$ cat config.mk
export PLATFORM = sky130hd
export DESIGN_NAME = lomo_frame_rx_flat
export DESIGN_NICKNAME = d
export VERILOG_FILES = /design/src/rtl/lomo_frame_pkg.sv /design/src/rtl/lomo_frame_rx_if.sv /design/src/rtl/lomo_edge_sync.sv /design/src/rtl/lomo_frame_rx.sv /design/src/flat_wrapper.sv
export SDC_FILE = /design/constraint.sdc
export NUM_CORES = 1
export LEC_CHECK = 0
export CORE_MARGIN = 2
export CORE_UTILIZATION = 56
export DETAILED_ROUTE_END_ITERATION = 12
export PLACE_DENSITY = 0.79
export SYNTH_ARGS = -nofsm -noshare
export SYNTH_HDL_FRONTEND = slang
export SYNTH_SLANG_ARGS = --single-unit
$ cat constraint.sdc
create_clock -name clk -period 3.1 [get_ports clk]
set_clock_uncertainty 0.2 [all_clocks]
set_input_delay 0.62 -clock clk [delete_from_list [all_inputs] [get_ports clk]]
set_output_delay 0.62 -clock clk [all_outputs]
set_load 0.02 [all_outputs]
$ cat src/rtl/lomo_frame_pkg.sv
// Shared constants, FSM state type and helpers for the LOMO frame receiver.
package lomo_frame_pkg;

    localparam int WORDS_PER_FRAME = 20;
    localparam int BITS_PER_WORD   = 16;
    localparam int MARK_HI_IDX     = 0;
    localparam int MARK_LO_IDX     = 10;
    localparam int AUX_BYTES       = 7;
    localparam int AUX_HI_FIRST    = 1;   // words 1..7 carry the aux high nibbles
    localparam int AUX_LO_FIRST    = 11;  // words 11..17 carry the aux low nibbles

    typedef enum logic [1:0] {IDLE, RECV, DONE} state_t;

    // Words whose low nibble must be zero in a well-formed frame.
    function automatic logic is_pad_word(input logic [4:0] idx);
        return (idx == 5'd8) || (idx == 5'd9) || (idx == 5'd18) || (idx == 5'd19);
    endfunction

endpackage

$ cat src/rtl/lomo_frame_rx_if.sv
// Output bus of the LOMO frame receiver: word stream, frame summary and error strobes.
interface lomo_frame_rx_if;
    import lomo_frame_pkg::*;

    logic [BITS_PER_WORD-1:0] word_data;
    logic [4:0]               word_idx;
    logic                     word_valid;
    logic                     frame_done;
    logic [8:0]               frm_num;
    logic [5:0]               str_num;
    logic [8*AUX_BYTES-1:0]   aux;
    logic                     err_fmt;
    logic                     err_seq;
    logic                     err_trunc;

    modport master (output word_data, word_idx, word_valid, frame_done, frm_num,
                           str_num, aux, err_fmt, err_seq, err_trunc);
    modport slave  (input  word_data, word_idx, word_valid, frame_done, frm_num,
                           str_num, aux, err_fmt, err_seq, err_trunc);

endinterface

$ cat src/rtl/lomo_edge_sync.sv
// Three-flop synchronizer for an asynchronous link line, with rising-edge detect.
module lomo_edge_sync (
    input  logic clk,
    input  logic reset,
    input  logic d,
    output logic level,
    output logic rise
);

    logic [2:0] s_q, s_d;

    always_comb s_d = {s_q[1:0], d};

    always_ff @(posedge clk) begin
        if (reset) s_q <= '0;
        else       s_q <= s_d;
    end

    assign level = s_q[1];
    assign rise  = s_q[1] & ~s_q[2];

endmodule

$ cat src/rtl/lomo_frame_rx.sv
// LOMO MK/CLK/DAT frame receiver: deserializes 20x16-bit words, checks format and
// frame-number continuity, and reassembles the seven split aux bytes.
module lomo_frame_rx
    import lomo_frame_pkg::*;
#(
    parameter int TIMEOUT_CYC = 4096
) (
    input  logic            clk,
    input  logic            reset,
    input  logic            MK,
    input  logic            CLK,
    input  logic            DAT,
    lomo_frame_rx_if.master bus
);

    localparam int            TW       = $clog2(TIMEOUT_CYC);
    localparam logic [TW-1:0] TMO_LAST = TW'(TIMEOUT_CYC - 1);

    logic mk_rise, clk_rise, dat_lvl;
    logic mk_lvl_unused, clk_lvl_unused, dat_rise_unused;

    lomo_edge_sync u_mk  (.clk(clk), .reset(reset), .d(MK),  .level(mk_lvl_unused),  .rise(mk_rise));
    lomo_edge_sync u_clk (.clk(clk), .reset(reset), .d(CLK), .level(clk_lvl_unused), .rise(clk_rise));
    lomo_edge_sync u_dat (.clk(clk), .reset(reset), .d(DAT), .level(dat_lvl),        .rise(dat_rise_unused));

    state_t                         state_q, state_d;
    logic [3:0]                     bit_cnt_q, bit_cnt_d;
    logic [4:0]                     word_cnt_q, word_cnt_d;
    logic [BITS_PER_WORD-2:0]       sh_q, sh_d;
    logic [TW-1:0]                  tmo_q, tmo_d;
    logic [BITS_PER_WORD-2:0]       w0_q, w0_d;  // word 0 minus its marker bit
    logic [AUX_BYTES-1:0][3:0]      hold_q, hold_d;
    logic [AUX_BYTES-1:0][7:0]      aux_acc_q, aux_acc_d, aux_q, aux_d;
    logic                           fmt_bad_q, fmt_bad_d, have_prev_q, have_prev_d;
    logic [8:0]                     prev_frm_q, prev_frm_d, frm_num_q, frm_num_d;
    logic [5:0]                     str_num_q, str_num_d;
    logic [BITS_PER_WORD-1:0]       word_data_q, word_data_d;
    logic [4:0]                     word_idx_q, word_idx_d;
    logic                           word_valid_q, word_valid_d, frame_done_q, frame_done_d;
    logic                           err_fmt_q, err_fmt_d, err_seq_q, err_seq_d;
    logic                           err_trunc_q, err_trunc_d;

    logic [BITS_PER_WORD-1:0] word;
    logic [8:0]               done_frm;
    logic                     start, take;

    assign word     = {sh_q, dat_lvl};
    assign done_frm = w0_q[14:6];

    // NOTE: every variable assigned below gets a default first, so no path can infer a latch.
    always_comb begin
        state_d      = state_q;
        bit_cnt_d    = bit_cnt_q;
        word_cnt_d   = word_cnt_q;
        sh_d         = sh_q;
        tmo_d        = tmo_q;
        w0_d         = w0_q;
        hold_d       = hold_q;
        aux_acc_d    = aux_acc_q;
        aux_d        = aux_q;
        fmt_bad_d    = fmt_bad_q;
        have_prev_d  = have_prev_q;
        prev_frm_d   = prev_frm_q;
        frm_num_d    = frm_num_q;
        str_num_d    = str_num_q;
        word_data_d  = word_data_q;
        word_idx_d   = word_idx_q;
        word_valid_d = 1'b0;
        frame_done_d = 1'b0;
        err_fmt_d    = 1'b0;
        err_seq_d    = 1'b0;
        err_trunc_d  = 1'b0;
        start        = 1'b0;
        take         = 1'b0;

        unique case (state_q)
            IDLE: start = mk_rise;
            RECV: begin
                if (mk_rise) begin
                    start       = 1'b1;
                    err_trunc_d = 1'b1;
                end else if (clk_rise) begin
                    take = 1'b1;
                end else if (tmo_q == TMO_LAST) begin
                    err_trunc_d = 1'b1;
                    state_d     = IDLE;
                end else begin
                    tmo_d = tmo_q + 1'b1;
                end
            end
            DONE: begin
                frame_done_d = 1'b1;
                err_fmt_d    = fmt_bad_q;
                err_seq_d    = have_prev_q && (done_frm != prev_frm_q + 9'd1);
                frm_num_d    = done_frm;
                str_num_d    = w0_q[5:0];
                aux_d        = aux_acc_q;
                if (!fmt_bad_q) begin
                    have_prev_d = 1'b1;
                    prev_frm_d  = done_frm;
                end
                state_d = IDLE;
                start   = mk_rise;
            end
            default: state_d = IDLE;
        endcase

        // A CLK edge coincident with the frame start is the first (MSB) bit of word 0.
        if (start) begin
            state_d    = RECV;
            bit_cnt_d  = 4'd0;
            word_cnt_d = 5'd0;
            tmo_d      = '0;
            fmt_bad_d  = 1'b0;
            if (clk_rise) begin
                sh_d      = {sh_q[BITS_PER_WORD-3:0], dat_lvl};
                bit_cnt_d = 4'd1;
            end
        end

        if (take) begin
            tmo_d     = '0;
            sh_d      = {sh_q[BITS_PER_WORD-3:0], dat_lvl};
            bit_cnt_d = bit_cnt_q + 4'd1;
            if (bit_cnt_q == 4'(BITS_PER_WORD - 1)) begin
                word_data_d  = word;
                word_idx_d   = word_cnt_q;
                word_valid_d = 1'b1;
                word_cnt_d   = word_cnt_q + 5'd1;
                if (word_cnt_q == 5'(MARK_HI_IDX)) begin
                    w0_d      = word[15:1];
                    fmt_bad_d = ~word[0];
                end
                if (word_cnt_q == 5'(MARK_LO_IDX))
                    fmt_bad_d = fmt_bad_q | word[0] | (word[15:1] != w0_q);
                if (is_pad_word(word_cnt_q))
                    fmt_bad_d = fmt_bad_q | (|word[3:0]);
                for (int k = 0; k < AUX_BYTES; k++) begin
                    if (word_cnt_q == 5'(AUX_HI_FIRST + k)) hold_d[k] = word[3:0];
                    if (word_cnt_q == 5'(AUX_LO_FIRST + k)) aux_acc_d[k] = {hold_q[k], word[3:0]};
                end
                if (word_cnt_q == 5'(WORDS_PER_FRAME - 1)) state_d = DONE;
            end
        end
    end

    // NOTE: sequential state uses non-blocking (<=) so every flop samples pre-edge values.
    always_ff @(posedge clk) begin
        if (reset) begin
            // NOTE: holding/accumulator registers are reset as well, so no stale aux nibble survives a reset.
            state_q      <= IDLE;
            bit_cnt_q    <= '0;
            word_cnt_q   <= '0;
            sh_q         <= '0;
            tmo_q        <= '0;
            w0_q         <= '0;
            hold_q       <= '0;
            aux_acc_q    <= '0;
            aux_q        <= '0;
            fmt_bad_q    <= 1'b0;
            have_prev_q  <= 1'b0;
            prev_frm_q   <= '0;
            frm_num_q    <= '0;
            str_num_q    <= '0;
            word_data_q  <= '0;
            word_idx_q   <= '0;
            word_valid_q <= 1'b0;
            frame_done_q <= 1'b0;
            err_fmt_q    <= 1'b0;
            err_seq_q    <= 1'b0;
            err_trunc_q  <= 1'b0;
        end else begin
            state_q      <= state_d;
            bit_cnt_q    <= bit_cnt_d;
            word_cnt_q   <= word_cnt_d;
            sh_q         <= sh_d;
            tmo_q        <= tmo_d;
            w0_q         <= w0_d;
            hold_q       <= hold_d;
            aux_acc_q    <= aux_acc_d;
            aux_q        <= aux_d;
            fmt_bad_q    <= fmt_bad_d;
            have_prev_q  <= have_prev_d;
            prev_frm_q   <= prev_frm_d;
            frm_num_q    <= frm_num_d;
            str_num_q    <= str_num_d;
            word_data_q  <= word_data_d;
            word_idx_q   <= word_idx_d;
            word_valid_q <= word_valid_d;
            frame_done_q <= frame_done_d;
            err_fmt_q    <= err_fmt_d;
            err_seq_q    <= err_seq_d;
            err_trunc_q  <= err_trunc_d;
        end
    end

    assign bus.word_data  = word_data_q;
    assign bus.word_idx   = word_idx_q;
    assign bus.word_valid = word_valid_q;
    assign bus.frame_done = frame_done_q;
    assign bus.frm_num    = frm_num_q;
    assign bus.str_num    = str_num_q;
    assign bus.aux        = aux_q;
    assign bus.err_fmt    = err_fmt_q;
    assign bus.err_seq    = err_seq_q;
    assign bus.err_trunc  = err_trunc_q;

endmodule

$ cat src/flat_wrapper.sv
// flat-port wrapper written by rule: the top's interface ports become plain ports
module lomo_frame_rx_flat import lomo_frame_pkg::*;
#(
    parameter int TIMEOUT_CYC = 4096
)
  (clk, reset, MK, CLK, DAT, bus_word_data, bus_word_idx, bus_word_valid, bus_frame_done, bus_frm_num, bus_str_num, bus_aux, bus_err_fmt, bus_err_seq, bus_err_trunc);
  lomo_frame_rx_if bus_i ();
  input  logic clk;
  input  logic reset;
  input  logic MK;
  input  logic CLK;
  input  logic DAT;
  output wire logic [$bits(bus_i.word_data)-1:0] bus_word_data;
  output wire logic [$bits(bus_i.word_idx)-1:0] bus_word_idx;
  output wire logic [$bits(bus_i.word_valid)-1:0] bus_word_valid;
  output wire logic [$bits(bus_i.frame_done)-1:0] bus_frame_done;
  output wire logic [$bits(bus_i.frm_num)-1:0] bus_frm_num;
  output wire logic [$bits(bus_i.str_num)-1:0] bus_str_num;
  output wire logic [$bits(bus_i.aux)-1:0] bus_aux;
  output wire logic [$bits(bus_i.err_fmt)-1:0] bus_err_fmt;
  output wire logic [$bits(bus_i.err_seq)-1:0] bus_err_seq;
  output wire logic [$bits(bus_i.err_trunc)-1:0] bus_err_trunc;
  assign bus_word_data = bus_i.word_data;
  assign bus_word_idx = bus_i.word_idx;
  assign bus_word_valid = bus_i.word_valid;
  assign bus_frame_done = bus_i.frame_done;
  assign bus_frm_num = bus_i.frm_num;
  assign bus_str_num = bus_i.str_num;
  assign bus_aux = bus_i.aux;
  assign bus_err_fmt = bus_i.err_fmt;
  assign bus_err_seq = bus_i.err_seq;
  assign bus_err_trunc = bus_i.err_trunc;
  lomo_frame_rx #(.TIMEOUT_CYC(TIMEOUT_CYC)) u_core (.clk(clk), .reset(reset), .MK(MK), .CLK(CLK), .DAT(DAT), .bus(bus_i));
endmodule
==> results of run 1 <==
synthesized netlist by cell type, types with 11 or more instances:
library cell | number | area share [%]
mux2i_1 | 93 | 9.5
nand3_1 | 47 | 2.4
nor2_1 | 125 | 4.8
xnor2_1 | 21 | 1.9
nand2_1 | 236 | 9.1
a21oi_1 | 136 | 7.0
nor4_1 | 11 | 0.70
nor3_1 | 11 | 0.56
nor2b_1 | 19 | 1.2
o21ai_0 | 19 | 0.97
dfxtp_1 | 253 | 52
clkbuf_1 | 71 | 2.7
xor2_1 | 13 | 1.2
sequential cells by signal, indices dropped and copies added, names as in the netlist:
register,count
u_core.tmo_q,12
u_core.bus.err_fmt,1
u_core.u_dat.s_q,2
u_core.bit_cnt_q,4
u_core.sh_q,15
u_core.bus.word_idx,5
u_core.hold_q,28
u_core.bus.err_trunc,1
u_core.bus.str_num,6
u_core.word_cnt_q,5
u_core.bus.aux,56
u_core.bus.frame_done,1
u_core.bus.frm_num,9
u_core.bus.err_seq,1
u_core.bus.word_data,16
u_core.aux_acc_q,56
u_core.bus.word_valid,1
u_core.fmt_bad_q,1
u_core.u_mk.s_q,3
u_core.w0_q,15
u_core.prev_frm_q,9
u_core.u_clk.s_q,3
u_core.state_q,2
u_core.have_prev_q,1
logic make-up (layout without fill, tap and decap cells):
family	after synthesis	count (layout)	synth area share, %
compound gates	173	173	9.27
buf+inv	92	177	3.73
flops	253	253	51.8
simple gates	483	483	21.5
xor+xnor	34	34	3.04
fa+ha+maj	8	8	1.02
mux	94	94	9.63
routing by layer:
| layer | vias up | GRT usage (%) | share of wire (%) | wire [um] |
|---|---|---|---|---|
| met4 | 0 | 5.27 | 1.2 | 267 |
| met2 | 191 | 37.7 | 48 | 10300 |
| li1 | 3923 | - | - | - |
| met3 | 24 | 3.39 | 5.7 | 1230 |
| met1 | 3663 | 31.4 | 45 | 9800 |
| met5 | - | 0 | 0 | 0 |
power groups by stage:
stage	sequential, mW	combinational (mW)	clock [mW]
finish	3.27	0.103	3.24
CTS	3.27	0.102	3.29
floorplan	3.33	0.0799	0
global route	3.27	0.113	3.43
global placement	3.34	0.102	0
detailed placement	3.34	0.102	0
area by class of cell:
class                      instances  area share (%)
sequential                       253            42.7
multi-input combinational        792            36.9
timing repair buffer             121            10.0
clock buffer                      35            6.27
tap                              225            2.37
clock inverter                    11            1.39
inverter                          10           0.317
through the flow:
stage	setup slack [ns]	cell area, um2	total power [mW]	hold WS (ns)
after floorplan	0.909	9780	3.41	0.214
after global placement	0.729	10900	3.44	0.217
after detailed placement	0.605	10900	3.44	0.223
after CTS	0.578	11900	6.66	0.239
after global routing	0.375	11900	6.81	0.267
final	0.538	11900	6.61	0.235
worst max path at each step:
stage | end | slack, ns
2_1_floorplan | u_core.aux_acc_q[10] | 0.91
5_1_grt | u_core.w0_q[3] | 0.38
6_report | u_core.w0_q[3] | 0.54
3_3_place_gp | u_core.w0_q[2] | 0.73
3_5_place_dp | u_core.w0_q[3] | 0.61
4_1_cts | u_core.w0_q[3] | 0.58
worst reg2reg max path: cells and delay by family, from the launching register on:
family / cells / cell delay, ns
flip-flops: 1 / 0.44
adder cells (fa/ha/maj): 1 / 0.23
multiplexers: 1 / 0.37
AND/OR/NAND/NOR: 4 / 0.88
buffers and inverters: 1 / 0.33
==> run metrics, run 1 <==
routability cong.=0.857; Clock Sinks=253; Max FO, Critical Path=28; Sequential Area=5060 um2; io pins=102; Worst Hold Depth=1; Synth cell types=46; sequential share of the synthesized area=51.8%; RSZ-0062 raised after global routing=false; initial antenna violation count=0; Sum Neg Setup Slack=0 ns; clk_lat worst skew=0.51 ns; Worst EP required=between 3 and 4 ns; wire per inst=14.9 um; Hold Crit Class=reg2reg; vias in the first global route=7221; core box area=roughly 17000 um2; status=complete, no violations; TritonCTS buffer count=25; via-per-instance ratio=5.39; FFs w/ async S/R, synth=0%; Synth Net Count=1150; Slew HR=approximately 53%; internal power=5.29 mW; Final Slew Violations=0; final std cells w/o fill=~1400; Cells after DPL=1401; CTS tree=yes; Max-cap violations=0; CP top delay family=simple AND/OR/NAND/NOR gates; hold path startpoint=u_core.u_clk.s_q[0]; synthesized flop and latch total=253; Synth-to-Final Area Change=21.2%; Combinational Power Share=1.6%; most frequent cells in the layout=dfxtp_1, nand2_1, a21oi_1; All-Layer GR Usage=roughly 23%; final worst path period share=82.6%; area of the multi-input gates=roughly 4400 um2; Nets=approximately 1200; Peak Freq=0.390 GHz; # H-tree levels=1; crit path max-delay cell type=nand3_2; Tmin final=2.56 ns; slowest stage delay, CP=0.46 ns; maximum vdd ir drop=0.000431 V; Worst Tran Pin Value=between 0.7 and 0.8 ns; global route overflow=0; postcts setup bufs=0; commonest non-fill, non-tap cell in the layout=dfxtp_1; n_diodes=0; CP arrival=2.74 ns; Synth warnings=0; instance count on the critical path=7; Gate Count Post-Synth=1137; CP startpoint=u_core.bit_cnt_q[0]; DR DRC count=0; DRT iter0 DRCs=between 400 and 500; height of the die=136 um; effective utilization at floorplan=57.0%; syn avg cell area=about 8.6 um2; Register-to-Register Path Depth=7; drt total wl=21600 um; largest net degree at the start of global routing=roughly 110; Final setup viols=0; I/O Buffers=101; Rows=48; Post-Synthesis Cell Area=~10000 um2; Worst R2R End=u_core.w0_q[3]; Setup crit end kind=flip-flop; # resized after CTS=0; clk slew on worst S/H paths=0.06 ns; clock network power share=between 40 and 50%; startpoint type of the worst setup path=flip-flop; clk buf depth=3; Pre-antenna DRT Iters=5; Leak Pwr=4.54 nW; Clock Tree Root=clkbuf_16; P per Cell Area=558 nW/um2; Synth Flop Type=dfxtp_1; buffers and inverters on the worst path=1; # fillers=around 1400; EDFF count, synth=0; post-DP HPWL=between 10000 and 15000 um; kind of critical path=reg2reg; first-pass GRT wire length=roughly 35000 um; DIE AREA=18500 um2; Seq pwr share=49.4%; Die W=136 um; sw frac=20.0%; WHS Endpoint=u_core.u_clk.s_q[1]; R2R setup slack=0.54 ns; Hold Vio Cnt, Final=0; final core occ=69.0%; proportion of layout cells with a drive suffix above 1=between 6 and 7%; Hold-fix buffers, CTS=0; crit path cell chain=ha_1 -> nand3_1 -> nor4_4 -> buf_4 -> nand3_2 -> mux2i_1 -> nor2_1; FF-to-FF Start=u_core.bit_cnt_q[0]; net switching power=1.32 mW; Vias=7801; Final ANT Viol Nets=0
No activity file was read; power rests on OpenSTA's default activity.
==> run 2: changes to the inputs <==
--- a/config.mk
+++ b/config.mk
@@ -6,9 +6,9 @@
 export NUM_CORES = 1
 export LEC_CHECK = 0
 export CORE_MARGIN = 2
-export CORE_UTILIZATION = 56
+export CORE_UTILIZATION = 51
 export DETAILED_ROUTE_END_ITERATION = 12
-export PLACE_DENSITY = 0.79
+export PLACE_DENSITY = 0.76
 export SYNTH_ARGS = -nofsm -noshare
 export SYNTH_HDL_FRONTEND = slang
 export SYNTH_SLANG_ARGS = --single-unit
==> constraint.sdc (replaced) <==
create_clock -name clk -period 2.1 [get_ports clk]
set_clock_uncertainty 0.2 [all_clocks]
set_input_delay 0.42 -clock clk [delete_from_list [all_inputs] [get_ports clk]]
set_output_delay 0.42 -clock clk [all_outputs]
set_load 0.02 [all_outputs]
==> run metrics, run 2 (synthesized netlist as in run 1, its figures left out) <==
initial antenna violation count=0 (unchanged); CP top delay family=simple AND/OR/NAND/NOR gates (unchanged); R2R setup slack=0.02 ns (was 0.54 ns); final worst path period share=99.0% (was 82.6%); Vias=8045 (was 7801); effective utilization at floorplan=52.1% (was 57.0%); first-pass GRT wire length=37200 um (was 35000 um); maximum vdd ir drop=0.000647 V (was 0.000431 V); largest net degree at the start of global routing=100 (was 112); proportion of layout cells with a drive suffix above 1=9.84% (was 6.30%); Final Slew Violations=0 (unchanged); Hold Vio Cnt, Final=0 (unchanged); Hold-fix buffers, CTS=0 (unchanged); Synth-to-Final Area Change=26.1% (was 21.2%); Nets=1253 (was 1216); DIE AREA=20300 um2 (was 18500 um2); Rows=50 (was 48); Max FO, Critical Path=8 (was 28); global-route met2 utilization=37.6% (was 37.7%); Worst EP required=2.29 ns (was 3.28 ns); Max-cap violations=0 (unchanged); crit path max-delay cell type=or4_4 (was nand3_2); RSZ-0062 raised after global routing=true (was false); wire per inst=15.2 um (was 14.9 um); GR peak layer=met2 (unchanged); Worst Tran Pin Value=0.517 ns (was 0.709 ns); Pre-antenna DRT Iters=4 (was 5); Cells after DPL=1441 (was 1401); final std cells w/o fill=1494 (was 1447); CP arrival=2.27 ns (was 2.74 ns); Leak Pwr=5.86 nW (was 4.54 nW); # fillers=1556 (was 1373); # H-tree levels=1 (unchanged); Die W=143 um (was 136 um); Sequential Area=5070 um2 (was 5060 um2); All-Layer GR Usage=22.1% (was 22.7%); core box area=18800 um2 (was 17200 um2); Sum Neg Setup Slack=0 ns (unchanged); DRT iter0 DRCs=537 (was 444); clk_lat worst skew=0.53 ns (was 0.51 ns); CTS tree=yes (unchanged); GR Util met1=30.1% (was 31.4%); final core occ=65.8% (was 69.0%); status=complete, no violations (unchanged); slowest stage delay, CP=0.48 ns (was 0.46 ns); startpoint type of the worst setup path=flip-flop (unchanged); drt total wl=22700 um (was 21600 um); io pins=102 (unchanged); Clock Tree Root=clkbuf_16 (unchanged); post-DP HPWL=14700 um (was 13700 um); DR DRC count=0 (unchanged); Final ANT Viol Nets=0 (unchanged); TritonCTS buffer count=26 (was 25); Peak Freq=0.481 GHz (was 0.390 GHz); via-per-instance ratio=5.38 (was 5.39); crit path cell chain=ha_4 -> nand3_4 -> or4_4 -> nor3b_2 -> buf_6 -> mux2i_1 -> nor2_1 (was ha_1 -> nand3_1 -> nor4_4 -> buf_4 -> nand3_2 -> mux2i_1 -> nor2_1); Final setup viols=0 (unchanged); kind of critical path=reg2reg (unchanged); P per Cell Area=759 nW/um2 (was 558 nW/um2); buffers and inverters on the worst path=1 (unchanged); Hold Crit Class=in2reg (was reg2reg); routability cong.=0.852 (was 0.857); most frequent cells in the layout=dfxtp_1, nand2_1, a21oi_1 (unchanged); I/O Buffers=101 (unchanged); GR Layer Usage met3=3.20% (was 3.39%); smallest setup slack after layout=0.0216 ns (was 0.538 ns); clk slew on worst S/H paths=0.06 ns (about the same); n_diodes=0 (unchanged); Tmin final=2.08 ns (was 2.56 ns); Slew HR=65.4% (was 52.7%); Setup crit end kind=flip-flop (unchanged); commonest non-fill, non-tap cell in the layout=dfxtp_1 (unchanged); global route overflow=0 (unchanged); vias in the first global route=7549 (was 7221); worst hold margin=0.0640 ns (was 0.235 ns); height of the die=143 um (was 136 um); Clock Sinks=253 (unchanged); clk buf depth=3 (unchanged); Post-Place Setup Slack=-0.0222 ns (was 0.605 ns); area of the multi-input gates=4450 um2 (was 4370 um2)
[run 2: path summary, 6_finish.rpt]
check / endpoint / from / cells past startpoint
hold / removal: u_core.w0_q[3] / reset / 2
hold reg to reg: u_core.u_dat.s_q[1] / u_core.u_dat.s_q[0] / 1
setup reg to reg: u_core.aux_acc_q[13] / u_core.bit_cnt_q[1] / 7
setup / recovery: u_core.aux_acc_q[13] / u_core.bit_cnt_q[1] / 7
[run 2: metal layers]
layer	vias to the layer above	share of wire, %
li1	3996	-
met1	3855	47
met2	161	47
met3	33	4.3
met4	0	1.8
met5	-	0
[run 2: per-stage QoR]
step           cell area [um2]  total power, mW
2_1_floorplan             9830             5.04
3_3_place_gp             11300             5.10
3_5_place_dp             11300             5.10
4_1_cts                  12100             9.43
5_1_grt                  12300             9.64
6_report                 12300             9.36
[run 2: layout make-up]
type	instances	area share (%)
Inverter	10	0.304
Sequential cell	253	41.1
Multi-Input combinational cell	792	36.1
Clock inverter	8	0.355
Timing Repair Buffer	157	13.5
Clock buffer	40	6.28
Tap cell	234	2.37
[run 2: power breakdown]
group / leakage (nW) / switching (mW) / total (mW) / internal [mW]
Clock: 0.410 / 1.83 / 4.36 / 2.54
Sequential: 2.04 / 0.00880 / 4.82 / 4.81
Combinational: 3.41 / 0.127 / 0.180 / 0.0533
[run 2: timing repair]
item	4_1_cts	5_1_grt
setup buffers	0	4
pin swaps	0	4
setup endpoints to repair	50	115
resized for setup	31	68
gates cloned	0	1
